## src/rtl/btn_start_conditioner.sv

```systemverilog
// Start-button conditioner: 2-FF synchroniser, counter debouncer, edge/long-press pulses
// and a held start request cleared by req_ack.
module btn_start_conditioner #(
  parameter int unsigned DEBOUNCE_CYCLES   = 1_000_000,
  parameter int unsigned LONG_PRESS_CYCLES = 200_000_000,
  parameter int unsigned CNT_W             = 28
) (
  input  logic clk,
  input  logic rst,
  input  logic btn_raw,
  input  logic req_ack,
  output logic btn_level,
  output logic press_pulse,
  output logic release_pulse,
  output logic long_press_pulse,
  output logic start_req,
  output logic press_dropped
);

  localparam logic [CNT_W-1:0] DbLast   = CNT_W'(DEBOUNCE_CYCLES - 1);
  localparam logic [CNT_W-1:0] LongLast = CNT_W'(LONG_PRESS_CYCLES - 1);
  localparam logic [CNT_W-1:0] CntOne   = CNT_W'(1);

  typedef enum logic [1:0] {StReleased, StPressed, StLongHeld} state_e;

  logic             sync1_q, sync2_q;
  logic             level_q, level_d;
  logic [CNT_W-1:0] db_cnt_q, db_cnt_d;
  logic             press_q, press_d;
  logic             release_q, release_d;
  logic             long_q, long_d;
  state_e           state_q, state_d;
  logic [CNT_W-1:0] hold_cnt_q, hold_cnt_d;
  logic             start_req_q, start_req_d;
  logic             dropped_q, dropped_d;
  logic             rise, fall;

  // Debouncer: any sample matching the current level restarts the count.
  always_comb begin
    level_d  = level_q;
    db_cnt_d = '0;
    rise     = 1'b0;
    fall     = 1'b0;
    if (sync2_q != level_q) begin
      if (db_cnt_q == DbLast) begin
        level_d = sync2_q;
        rise    = sync2_q;
        fall    = ~sync2_q;
      end else begin
        db_cnt_d = db_cnt_q + CntOne;
      end
    end
    press_d   = rise;
    release_d = fall;
  end

  // Hold tracker: long press fires once, counter stops at its terminal value.
  always_comb begin
    state_d    = state_q;
    hold_cnt_d = hold_cnt_q;
    long_d     = 1'b0;
    case (state_q)
      StReleased: begin
        if (rise) begin
          state_d    = StPressed;
          hold_cnt_d = '0;
        end
      end
      StPressed: begin
        if (fall) begin
          state_d = StReleased;
        end else if (hold_cnt_q == LongLast) begin
          state_d = StLongHeld;
          long_d  = 1'b1;
        end else begin
          hold_cnt_d = hold_cnt_q + CntOne;
        end
      end
      StLongHeld: begin
        if (fall) state_d = StReleased;
      end
      default: state_d = StReleased;
    endcase
  end

  // A press coinciding with an ack re-arms the request instead of being dropped.
  always_comb begin
    start_req_d = start_req_q;
    dropped_d   = 1'b0;
    if (start_req_q && req_ack) start_req_d = 1'b0;
    if (press_q) begin
      if (start_req_q && !req_ack) begin
        dropped_d = 1'b1;
      end else begin
        start_req_d = 1'b1;
      end
    end
  end

  always_ff @(posedge clk) begin
    if (rst) begin
      sync1_q     <= 1'b0;
      sync2_q     <= 1'b0;
      level_q     <= 1'b0;
      db_cnt_q    <= '0;
      press_q     <= 1'b0;
      release_q   <= 1'b0;
      long_q      <= 1'b0;
      state_q     <= StReleased;
      hold_cnt_q  <= '0;
      start_req_q <= 1'b0;
      dropped_q   <= 1'b0;
    end else begin
      sync1_q     <= btn_raw;
      sync2_q     <= sync1_q;
      level_q     <= level_d;
      db_cnt_q    <= db_cnt_d;
      press_q     <= press_d;
      release_q   <= release_d;
      long_q      <= long_d;
      state_q     <= state_d;
      hold_cnt_q  <= hold_cnt_d;
      start_req_q <= start_req_d;
      dropped_q   <= dropped_d;
    end
  end

  assign btn_level        = level_q;
  assign press_pulse      = press_q;
  assign release_pulse    = release_q;
  assign long_press_pulse = long_q;
  assign start_req        = start_req_q;
  assign press_dropped    = dropped_q;

endmodule

```

## config.mk

```make
export PLATFORM = sky130hd
export DESIGN_NAME = btn_start_conditioner
export DESIGN_NICKNAME = d
export VERILOG_FILES = /design/src/rtl/btn_start_conditioner.sv
export SDC_FILE = /design/constraint.sdc
export NUM_CORES = 1
export LEC_CHECK = 0
export CORE_UTILIZATION = 65
export CTS_CLUSTER_SIZE = 24
export DETAILED_ROUTE_END_ITERATION = 6
export PLACE_DENSITY = 0.87
export SETUP_SLACK_MARGIN = 0.5
export SYNTH_ARGS = -nofsm -noshare
export SYNTH_HDL_FRONTEND = slang
export SYNTH_SLANG_ARGS = --single-unit
```

## constraint.sdc

```tcl
create_clock -name clk -period 4.9 [get_ports clk]
set_input_delay 0.49 -clock clk [delete_from_list [all_inputs] [get_ports clk]]
set_output_delay 0.49 -clock clk [all_outputs]
set_load 0.01 [all_outputs]
```

==> impl_metrics.env, run 1 <==
export IMPL_status="finished, final reports clean"
export IMPL_worst_path_stages=6
export IMPL_overflow=0
export IMPL_finalNonFillerCells=480
export IMPL_drtIter0Drc=383
export IMPL_slew_headroom=0.351
export IMPL_drive_gt1_frac=0.0854
export IMPL_hpwl_um=5250
export IMPL_syn_num_nets=413
export IMPL_netlist_area_um2=3450
export IMPL_gp_congestion=0.883
export IMPL_clkSinkCount=66
export IMPL_grt_pass1_wl_um=13100
export IMPL_period_share=0.648
export IMPL_synth_cells=407
export IMPL_row_count=26
export IMPL_synth_cell_types=54
export IMPL_synthTopCellsByCount="66 x dfxtp_1, 51 x nor2_1, 33 x nand2_1, 29 x nand4_1, 24 x nand3_1"
export IMPL_vdd_ir_drop_max_mv=0.184
export IMPL_maxCapViolCount=0
export IMPL_synth_async_reset_ratio=0
export IMPL_grt_use_total=0.310
export IMPL_h_tree_depth=3
export IMPL_busiest_layer="met2"
export IMPL_post_place_ws_ps=1760
export IMPL_io_buffers=9
export IMPL_p_leak_nw=1.06
export IMPL_postCtsResizedCells=0
export IMPL_yosys_area_top_type="dfxtp_1"
export IMPL_viasPerCell=6.58
export IMPL_nNetsFinal=413
export IMPL_worstSetupEndpointType="flip-flop"
export IMPL_crit_path_max_fanout=19
export IMPL_cpPeakStageDelay_ps=560
export IMPL_r2r_cells=6
export IMPL_ioPinCount=10
export IMPL_cp_top_family="simple AND/OR/NAND/NOR gates"
export IMPL_cts_buffers=9
export IMPL_routedWlPerCell_um=16.6
export IMPL_cp_required_ps=5130
export IMPL_final_setup_skew_ps=8.98
export IMPL_yosysSeqAreaShare=0.383
export IMPL_start_kind="flip-flop"
export IMPL_clk_pin_slew_worst_paths_ps=70
export IMPL_postRouteAntennaNets=0
export IMPL_coreArea_um2=5110
export IMPL_syn2layout_area_growth_pct=8.28
export IMPL_synth_top_area_frac=0.383
export IMPL_crit_slowest_cell="nand3_2"
export IMPL_grt_pass1_vias=2894
export IMPL_antenna_diode_count=0
export IMPL_die_y_um=74.8
export IMPL_cts_tree="yes"
export IMPL_drt_pre_antenna_iters=5
export IMPL_cts_root_buf="clkbuf_8"
export IMPL_die_w_um=74.8
export IMPL_hold_viol=0
export IMPL_cts_hold_buffers_added=0
export IMPL_met1_usage=0.379
export IMPL_grt_max_degree=45
export IMPL_finalSetupViolations=0
export IMPL_synth_area_leaders="dfxtp_1 38%, nor2_1 5.6%, xnor2_1 5.3%, nand4_1 5.3%, nand2_1 3.6%"
export IMPL_setup_ws_ps=1720
export IMPL_drv_slew=0
export IMPL_synth_edf_count=0
export IMPL_placed_cells=466
export IMPL_crit_buf_inv=0
export IMPL_fillers=396
export IMPL_p_per_area_nw_per_um2=278
export IMPL_ys_flop_type="dfxtp_1"
export IMPL_met3_usage=0.0884
export IMPL_yosys_cell_count_top_type="dfxtp_1"
export IMPL_vias=3158
export IMPL_clkLatencyLatePin_ps=350
export IMPL_min_period_ps=3180
export IMPL_wl_um=7990
export IMPL_met2_usage=0.506
export IMPL_dieArea_um2=5600
export IMPL_antenna_found_initial=0
export IMPL_route_detailed_drc=0
export IMPL_clockBufferDepth=2
export IMPL_crit_type="reg2reg"
export IMPL_crit_path_cell_trace="ha_1 > or4bb_1 > or4_4 > o221ai_2 > nand3_2 > o311ai_0"
export IMPL_synth_seq_cells=66
export IMPL_post_cts_buffers=0
export IMPL_synth_warnings=0
export IMPL_clock_fmax_mhz=315
export IMPL_rsz0062_at_grt="no"
export IMPL_whs_path_depth=1
export IMPL_syn_avg_cell_area_um2=8.47
export IMPL_hold_path_class="reg2reg"
export IMPL_initial_core_util=0.675
export IMPL_fin_setup_tns_ps=0
export IMPL_worst_slew_pin_slew_ps=965
export IMPL_crit_arrival_ps=3400
[stage by stage]
| stage | hold slack, ps | util | cell area (µm²) | power (mW) |
|---|---|---|---|---|
| after floorplan | 413 | - | 3450 | 0.598 |
| after global placement | 425 | 0.695 | 3550 | 0.611 |
| after detailed placement | 442 | 0.695 | 3550 | 0.612 |
| after CTS | 455 | 0.731 | 3730 | 1.04 |
| after global routing | 477 | 0.731 | 3730 | 1.07 |
| final | 458 | 0.731 | 3730 | 1.04 |
[worst paths after layout]
kind / startpoint / end / slack [ps]
setup / recovery: db_cnt_q[0] / hold_cnt_q[23] / 1720
hold / removal: db_cnt_q[0] / db_cnt_q[0] / 460
setup reg to reg: db_cnt_q[0] / hold_cnt_q[23] / 1720
hold reg to reg: db_cnt_q[0] / db_cnt_q[0] / 460
[logic make-up (layout without fill, tap and decap cells)]
group	count (synthesis)	count (layout)	synth area share
adders and majority gates	2	2	0.00726
buffers and inverters	35	38	0.0428
and+or+nand+nor	217	217	0.353
xor gates and xnor gates	25	25	0.0635
DFF	66	66	0.383
AOI/OAI and AO/OA	62	62	0.150
[layer usage]
metal / wire length (µm) / share of wire / up-vias
met5: 0 / 0 / -
met4: 178 / 0.022 / 0
met3: 419 / 0.052 / 21
met2: 3910 / 0.49 / 116
met1: 3490 / 0.44 / 1488
li1: - / - / 1533
[placed cells by master, fill, tap and decap left out, types with 6 or more instances in the layout]
cell type / instances
dfxtp_1: 66
nor2_1: 51
nand2_1: 33
nand4_1: 29
nand3_1: 24
xnor2_1: 21
nor3_1: 13
a31oi_1: 13
and3_1: 12
and4_1: 11
inv_1: 11
clkbuf_8: 9
clkdlybuf4s50_1: 9
nor2b_1: 6
a21oi_1: 6
a41oi_1: 6
[flip-flops by register name (all words and copies together) (netlist names)]
| name | cells |
|---|---|
| db_cnt_q | 28 |
| press_dropped | 1 |
| long_press_pulse | 1 |
| start_req | 1 |
| btn_level | 1 |
| state_q | 2 |
| sync1_q | 1 |
| press_pulse | 1 |
| sync2_q | 1 |
| hold_cnt_q | 28 |
| release_pulse | 1 |
[area by class of cell]
cell class,instances,area [µm²],share of cell area
clock buffer,9,124,0.0332
tap,70,87.6,0.0235
clock inverter,5,57.6,0.0154
multi-input combinational,306,1980,0.532
inverter,12,45.0,0.0121
sequential,66,1320,0.354
timing repair buffer,12,113,0.0302
[report_power, final]
group | internal (mW) | total [mW] | switching [mW]
logic | 0.0151 | 0.0596 | 0.0445
registers | 0.539 | 0.542 | 0.00298
clock network | 0.228 | 0.435 | 0.207
total | 0.782 | 1.04 | 0.255
Power figures use the tool's default switching activity.
==> run 2, diff against run 1 <==
--- a/config.mk
+++ b/config.mk
@@ -5,10 +5,10 @@
 export SDC_FILE = /design/constraint.sdc
 export NUM_CORES = 1
 export LEC_CHECK = 0
-export CORE_UTILIZATION = 65
+export CORE_UTILIZATION = 61
 export CTS_CLUSTER_SIZE = 24
 export DETAILED_ROUTE_END_ITERATION = 6
-export PLACE_DENSITY = 0.87
+export PLACE_DENSITY = 0.83
 export SETUP_SLACK_MARGIN = 0.5
 export SYNTH_ARGS = -nofsm -noshare
 export SYNTH_HDL_FRONTEND = slang
==> constraint.sdc (replaced) <==
create_clock -name clk -period 3 [get_ports clk]
set_input_delay 0.3 -clock clk [delete_from_list [all_inputs] [get_ports clk]]
set_output_delay 0.3 -clock clk [all_outputs]
set_load 0.01 [all_outputs]
==> impl_metrics.env, run 2 (same netlist as run 1, synthesis figures left out) <==
export IMPL_clockBufferDepth=2
export IMPL_overflow=0
export IMPL_period_share=0.822
export IMPL_initial_core_util=0.630
export IMPL_viasPerCell=6.82
export IMPL_clock_fmax_mhz=406
export IMPL_post_route_util=0.728
export IMPL_coreArea_um2=5470
export IMPL_die_y_um=77.2
export IMPL_drive_gt1_frac=0.149
export IMPL_postRouteAntennaNets=0
export IMPL_drtIter0Drc=495
export IMPL_cts_buffers=9
export IMPL_p_leak_nw=1.18
export IMPL_syn2layout_area_growth_pct=15.6
export IMPL_mostFrequentLayoutCell="dfxtp_1"
export IMPL_die_w_um=77.2
export IMPL_antenna_diode_count=0
export IMPL_maxCapViolCount=0
export IMPL_crit_arrival_ps=2760
export IMPL_grt_pass1_vias=3179
export IMPL_crit_path_max_fanout=6
export IMPL_grt_pass1_wl_um=14800
export IMPL_cts_tree="yes"
export IMPL_finalSetupViolations=0
export IMPL_slew_headroom=0.575
export IMPL_final_setup_skew_ps=9.33
export IMPL_start_kind="flip-flop"
export IMPL_layout_common_cells="61 x dfxtp_1, 51 x nor2_1, 33 x nand2_1"
export IMPL_row_count=27
export IMPL_grt_use_total=0.312
export IMPL_drt_pre_antenna_iters=5
export IMPL_status="finished, final reports clean"
export IMPL_hold_path_class="reg2reg"
export IMPL_cts_root_buf="clkbuf_8"
export IMPL_hpwl_um=5560
export IMPL_r2r_slack_ps=530
export IMPL_worst_slew_pin_slew_ps=636
export IMPL_rsz0062_at_grt="no"
export IMPL_h_tree_depth=3
export IMPL_grt_max_degree=28
export IMPL_clk_pin_slew_worst_paths_ps=70
export IMPL_clkSinkCount=66
export IMPL_route_detailed_drc=0
export IMPL_cts_hold_buffers_added=0
export IMPL_dieArea_um2=5950
export IMPL_vdd_ir_drop_max_mv=0.388
export IMPL_reg_top3="db_cnt_q x28, hold_cnt_q x28, state_q x2"
export IMPL_io_buffers=9
export IMPL_gp_congestion=0.913
export IMPL_ioPinCount=10
export IMPL_worstSetupEndpointType="flip-flop"
export IMPL_p_per_area_nw_per_um2=464
export IMPL_vias=3422
export IMPL_min_period_ps=2470
export IMPL_crit_type="reg2reg"
export IMPL_drv_slew=0
export IMPL_hold_viol=0
export IMPL_nNetsFinal=431
export IMPL_routedWlPerCell_um=18.5
export IMPL_fin_setup_tns_ps=0
export IMPL_wl_um=9300
export IMPL_cp_required_ps=3300
export IMPL_antenna_found_initial=0
export IMPL_clkLatencyLatePin_ps=350
-- run 2: changes by cell type in the layout (fill, tap and decap cells not counted), moves of 4 or more --
cell      delta
buf_4       +16
dfxtp_1      -5
dfxtp_2      +5
o311ai_0     -4
o311ai_1     +4
-- run 2: path summary, 6_finish.rpt --
path,cells after the start,to,start
max,6,hold_cnt_q[21],db_cnt_q[11]
min,1,sync2_q,sync1_q
max reg2reg,6,hold_cnt_q[21],db_cnt_q[11]
min reg2reg,1,sync2_q,sync1_q
-- run 2: layout make-up --
type / count / area, µm²
multi-input cells: 307 / 2060
fillers: 412 / 1490
flip-flops and latches: 66 / 1330
repair buffers: 29 / 244
clock buffers: 12 / 145
well taps: 72 / 90.1
clock inverters: 4 / 75.1
inverters: 12 / 45.0
-- run 2: metrics by stage --
stage	total power [mW]	instance area [µm²]	hold slack, ps	instances	worst slack, ps
5_1_grt	1.90	3980	484	502	469
2_1_floorplan	0.977	3450	413	407	661
3_3_place_gp	1.00	3600	420	475	444
4_1_cts	1.83	3860	452	494	480
3_5_place_dp	1.01	3600	432	475	312
6_report	1.85	3980	445	502	535
-- run 2: per-layer routing --
metal,track usage,wire [µm],share of wire
met5,0,0,0
met4,0.162,287,0.031
met3,0.0774,711,0.076
met2,0.530,4670,0.50
met1,0.360,3630,0.39
-- run 2: power breakdown --
group | total, mW | switching [mW] | internal [mW] | leakage, nW
combinational | 0.127 | 0.0852 | 0.0419 | 0.543
sequential | 0.886 | 0.00557 | 0.880 | 0.535
clock | 0.835 | 0.344 | 0.491 | 0.103
total | 1.85 | 0.435 | 1.41 | 1.18
-- run 2: repair_timing --
action | 4_1_cts | 5_1_grt
endpoints found under the setup margin | 20 | 53
setup buffers | 3 | 7
pin swaps | 1 | 6
resized for setup | 2 | 18
cloned | 0 | 1
-- run 2: critical path, cell delays in order, from the launching register on --
cell	delay, ps
dfxtp_2	340
or4b_4	550
or4_4	560
nand4bb_4	320
buf_6	190
a311oi_2	250
o221a_1	210
==> run 3, diff against run 2 <==
==> constraint.sdc (replaced) <==
create_clock -name clk -period 2.3 [get_ports clk]
set_input_delay 0.23 -clock clk [delete_from_list [all_inputs] [get_ports clk]]
set_output_delay 0.23 -clock clk [all_outputs]
set_load 0.01 [all_outputs]
==> impl_metrics.env, run 3 (same netlist as run 1, synthesis figures left out) <==
export IMPL_status="complete, but fails checks"
export IMPL_violations="negative setup slack"
export IMPL_grt_use_total=0.328
export IMPL_p_sw_mw=0.588
export IMPL_netSwitchingFraction=0.253
export IMPL_routedWlPerCell_um=18.2
export IMPL_vdd_ir_drop_max_mv=0.464
export IMPL_fillers=384
export IMPL_wl_um=9610
export IMPL_p_per_area_nw_per_um2=546
export IMPL_met1_usage=0.371
export IMPL_worst_slew_pin_slew_ps=439
export IMPL_crit_path_max_fanout=5
export IMPL_fin_setup_tns_ps=-114
export IMPL_internal_power_mw=1.74
export IMPL_overflow=0
export IMPL_cts_buffers=9
export IMPL_hold_path_class="reg2reg"
export IMPL_finalPower_mw=2.32
export IMPL_antenna_diode_count=0
export IMPL_clkLatencyLatePin_ps=350
export IMPL_initial_core_util=0.630
export IMPL_crit_slowest_cell="or4_4"
export IMPL_p_leak_nw=1.33
export IMPL_postRouteAntennaNets=0
export IMPL_finalSetupViolations=2
export IMPL_coreArea_um2=5470
export IMPL_regArea_um2=1330
export IMPL_period_share=1.03
export IMPL_viasPerCell=6.66
export IMPL_cp_required_ps=2590
export IMPL_io_buffers=9
export IMPL_final_setup_skew_ps=8.52
export IMPL_p_comb_frac=0.081
export IMPL_mostFrequentLayoutCell="dfxtp_1"
export IMPL_die_w_um=77.2
export IMPL_hpwl_um=6030
export IMPL_row_count=27
export IMPL_drv_slew=0
export IMPL_route_detailed_drc=0
export IMPL_crit_arrival_ps=2660
export IMPL_crit_path_cell_trace="or4b_4 > or4_4 > nand4bb_4 > buf_6 > a311oi_2 > o221a_1"
export IMPL_vias=3525
export IMPL_met3_usage=0.0774
export IMPL_clockPowerShare=0.422
export IMPL_reg_top3="db_cnt_q x28, hold_cnt_q x28, state_q x2"
export IMPL_syn2layout_area_growth_pct=23.4
export IMPL_gp_congestion=0.931
export IMPL_grt_pass1_vias=3382
export IMPL_grt_pass1_wl_um=15600
export IMPL_setup_ws_ps=-66.2
export IMPL_clock_fmax_mhz=423
export IMPL_multi_input_area_um2=2110
export IMPL_p_seq_frac=0.497
export IMPL_timing_hold_ws_ps=456
export IMPL_met2_usage=0.561
export IMPL_cts_tree="yes"
export IMPL_dieArea_um2=5950
export IMPL_rsz0062_at_grt="yes"
export IMPL_drtIter0Drc=444
export IMPL_cts_root_buf="clkbuf_8"
export IMPL_layout_common_cells="60 x dfxtp_1, 50 x nor2_1, 40 x buf_4"
export IMPL_drive_gt1_frac=0.232
export IMPL_maxCapViolCount=0
export IMPL_h_tree_depth=3
export IMPL_start_kind="flip-flop"
export IMPL_clk_pin_slew_worst_paths_ps=70
export IMPL_crit_type="reg2reg"
export IMPL_min_period_ps=2370
export IMPL_busiest_layer="met2"
export IMPL_nNetsFinal=459
export IMPL_post_route_util=0.777
export IMPL_clockBufferDepth=2
export IMPL_ioPinCount=10
export IMPL_worstSetupEndpointType="flip-flop"
export IMPL_drt_pre_antenna_iters=5
export IMPL_hold_viol=0
export IMPL_cpPeakStageDelay_ps=550
export IMPL_slew_headroom=0.708
export IMPL_grt_max_degree=28
export IMPL_cts_hold_buffers_added=0
export IMPL_antenna_found_initial=0
export IMPL_die_y_um=77.2
export IMPL_clkSinkCount=66
export IMPL_r2r_slack_ps=-70
[run 3: area by class of cell]
cell class	instances	area share
Timing Repair Buffer	56	0.114
Sequential cell	66	0.312
Multi-Input combinational cell	308	0.496
Clock inverter	5	0.0129
Clock buffer	10	0.0324
Inverter	12	0.0106
Tap cell	72	0.0212
[run 3: routing by layer]
metal / part of all wire / vias up
met5: 0 / -
met4: 0.034 / 0
met3: 0.055 / 43
met2: 0.51 / 175
met1: 0.40 / 1680
li1: - / 1627
[run 3: power by group through the flow]
stage               logic [mW]  clock network [mW]  registers, mW
finish                   0.187               0.981           1.16
CTS                      0.161               0.990           1.15
global placement         0.148                   0           1.18
detailed placement       0.151                   0           1.18
global route             0.197                1.03           1.16
floorplan               0.0969                   0           1.18
[run 3: path summary, 6_finish.rpt]
check | end | startpoint | cells past startpoint
max | hold_cnt_q[21] | db_cnt_q[11] | 6
min | sync2_q | sync1_q | 1
max reg2reg | hold_cnt_q[21] | db_cnt_q[11] | 6
min reg2reg | sync2_q | sync1_q | 1
[run 3: repair_timing]
action | 4_1_cts | 5_1_grt
buffers inserted | 5 | 5
endpoints found under the setup margin | 59 | 62
resized for setup | 10 | 20
gates cloned | 1 | 1
pin swaps | 4 | 8
[run 3: critical path: cells and delay by family (launching register included)]
family                 cells  cell delay [ps]
AO/OA/AOI/OAI              2              470
buffers and inverters      1              160
flip-flops                 1              320
AND/OR/NAND/NOR            3             1350
[run 3: through the flow]
step	cell area (µm²)	instances	setup WS, ps
floorplan	3450	407	21.9
global route	4250	529	-119
finish	4250	529	-66.2
detailed placement	3840	502	-46.2
CTS	4110	523	-45.8
global placement	3840	502	23.2
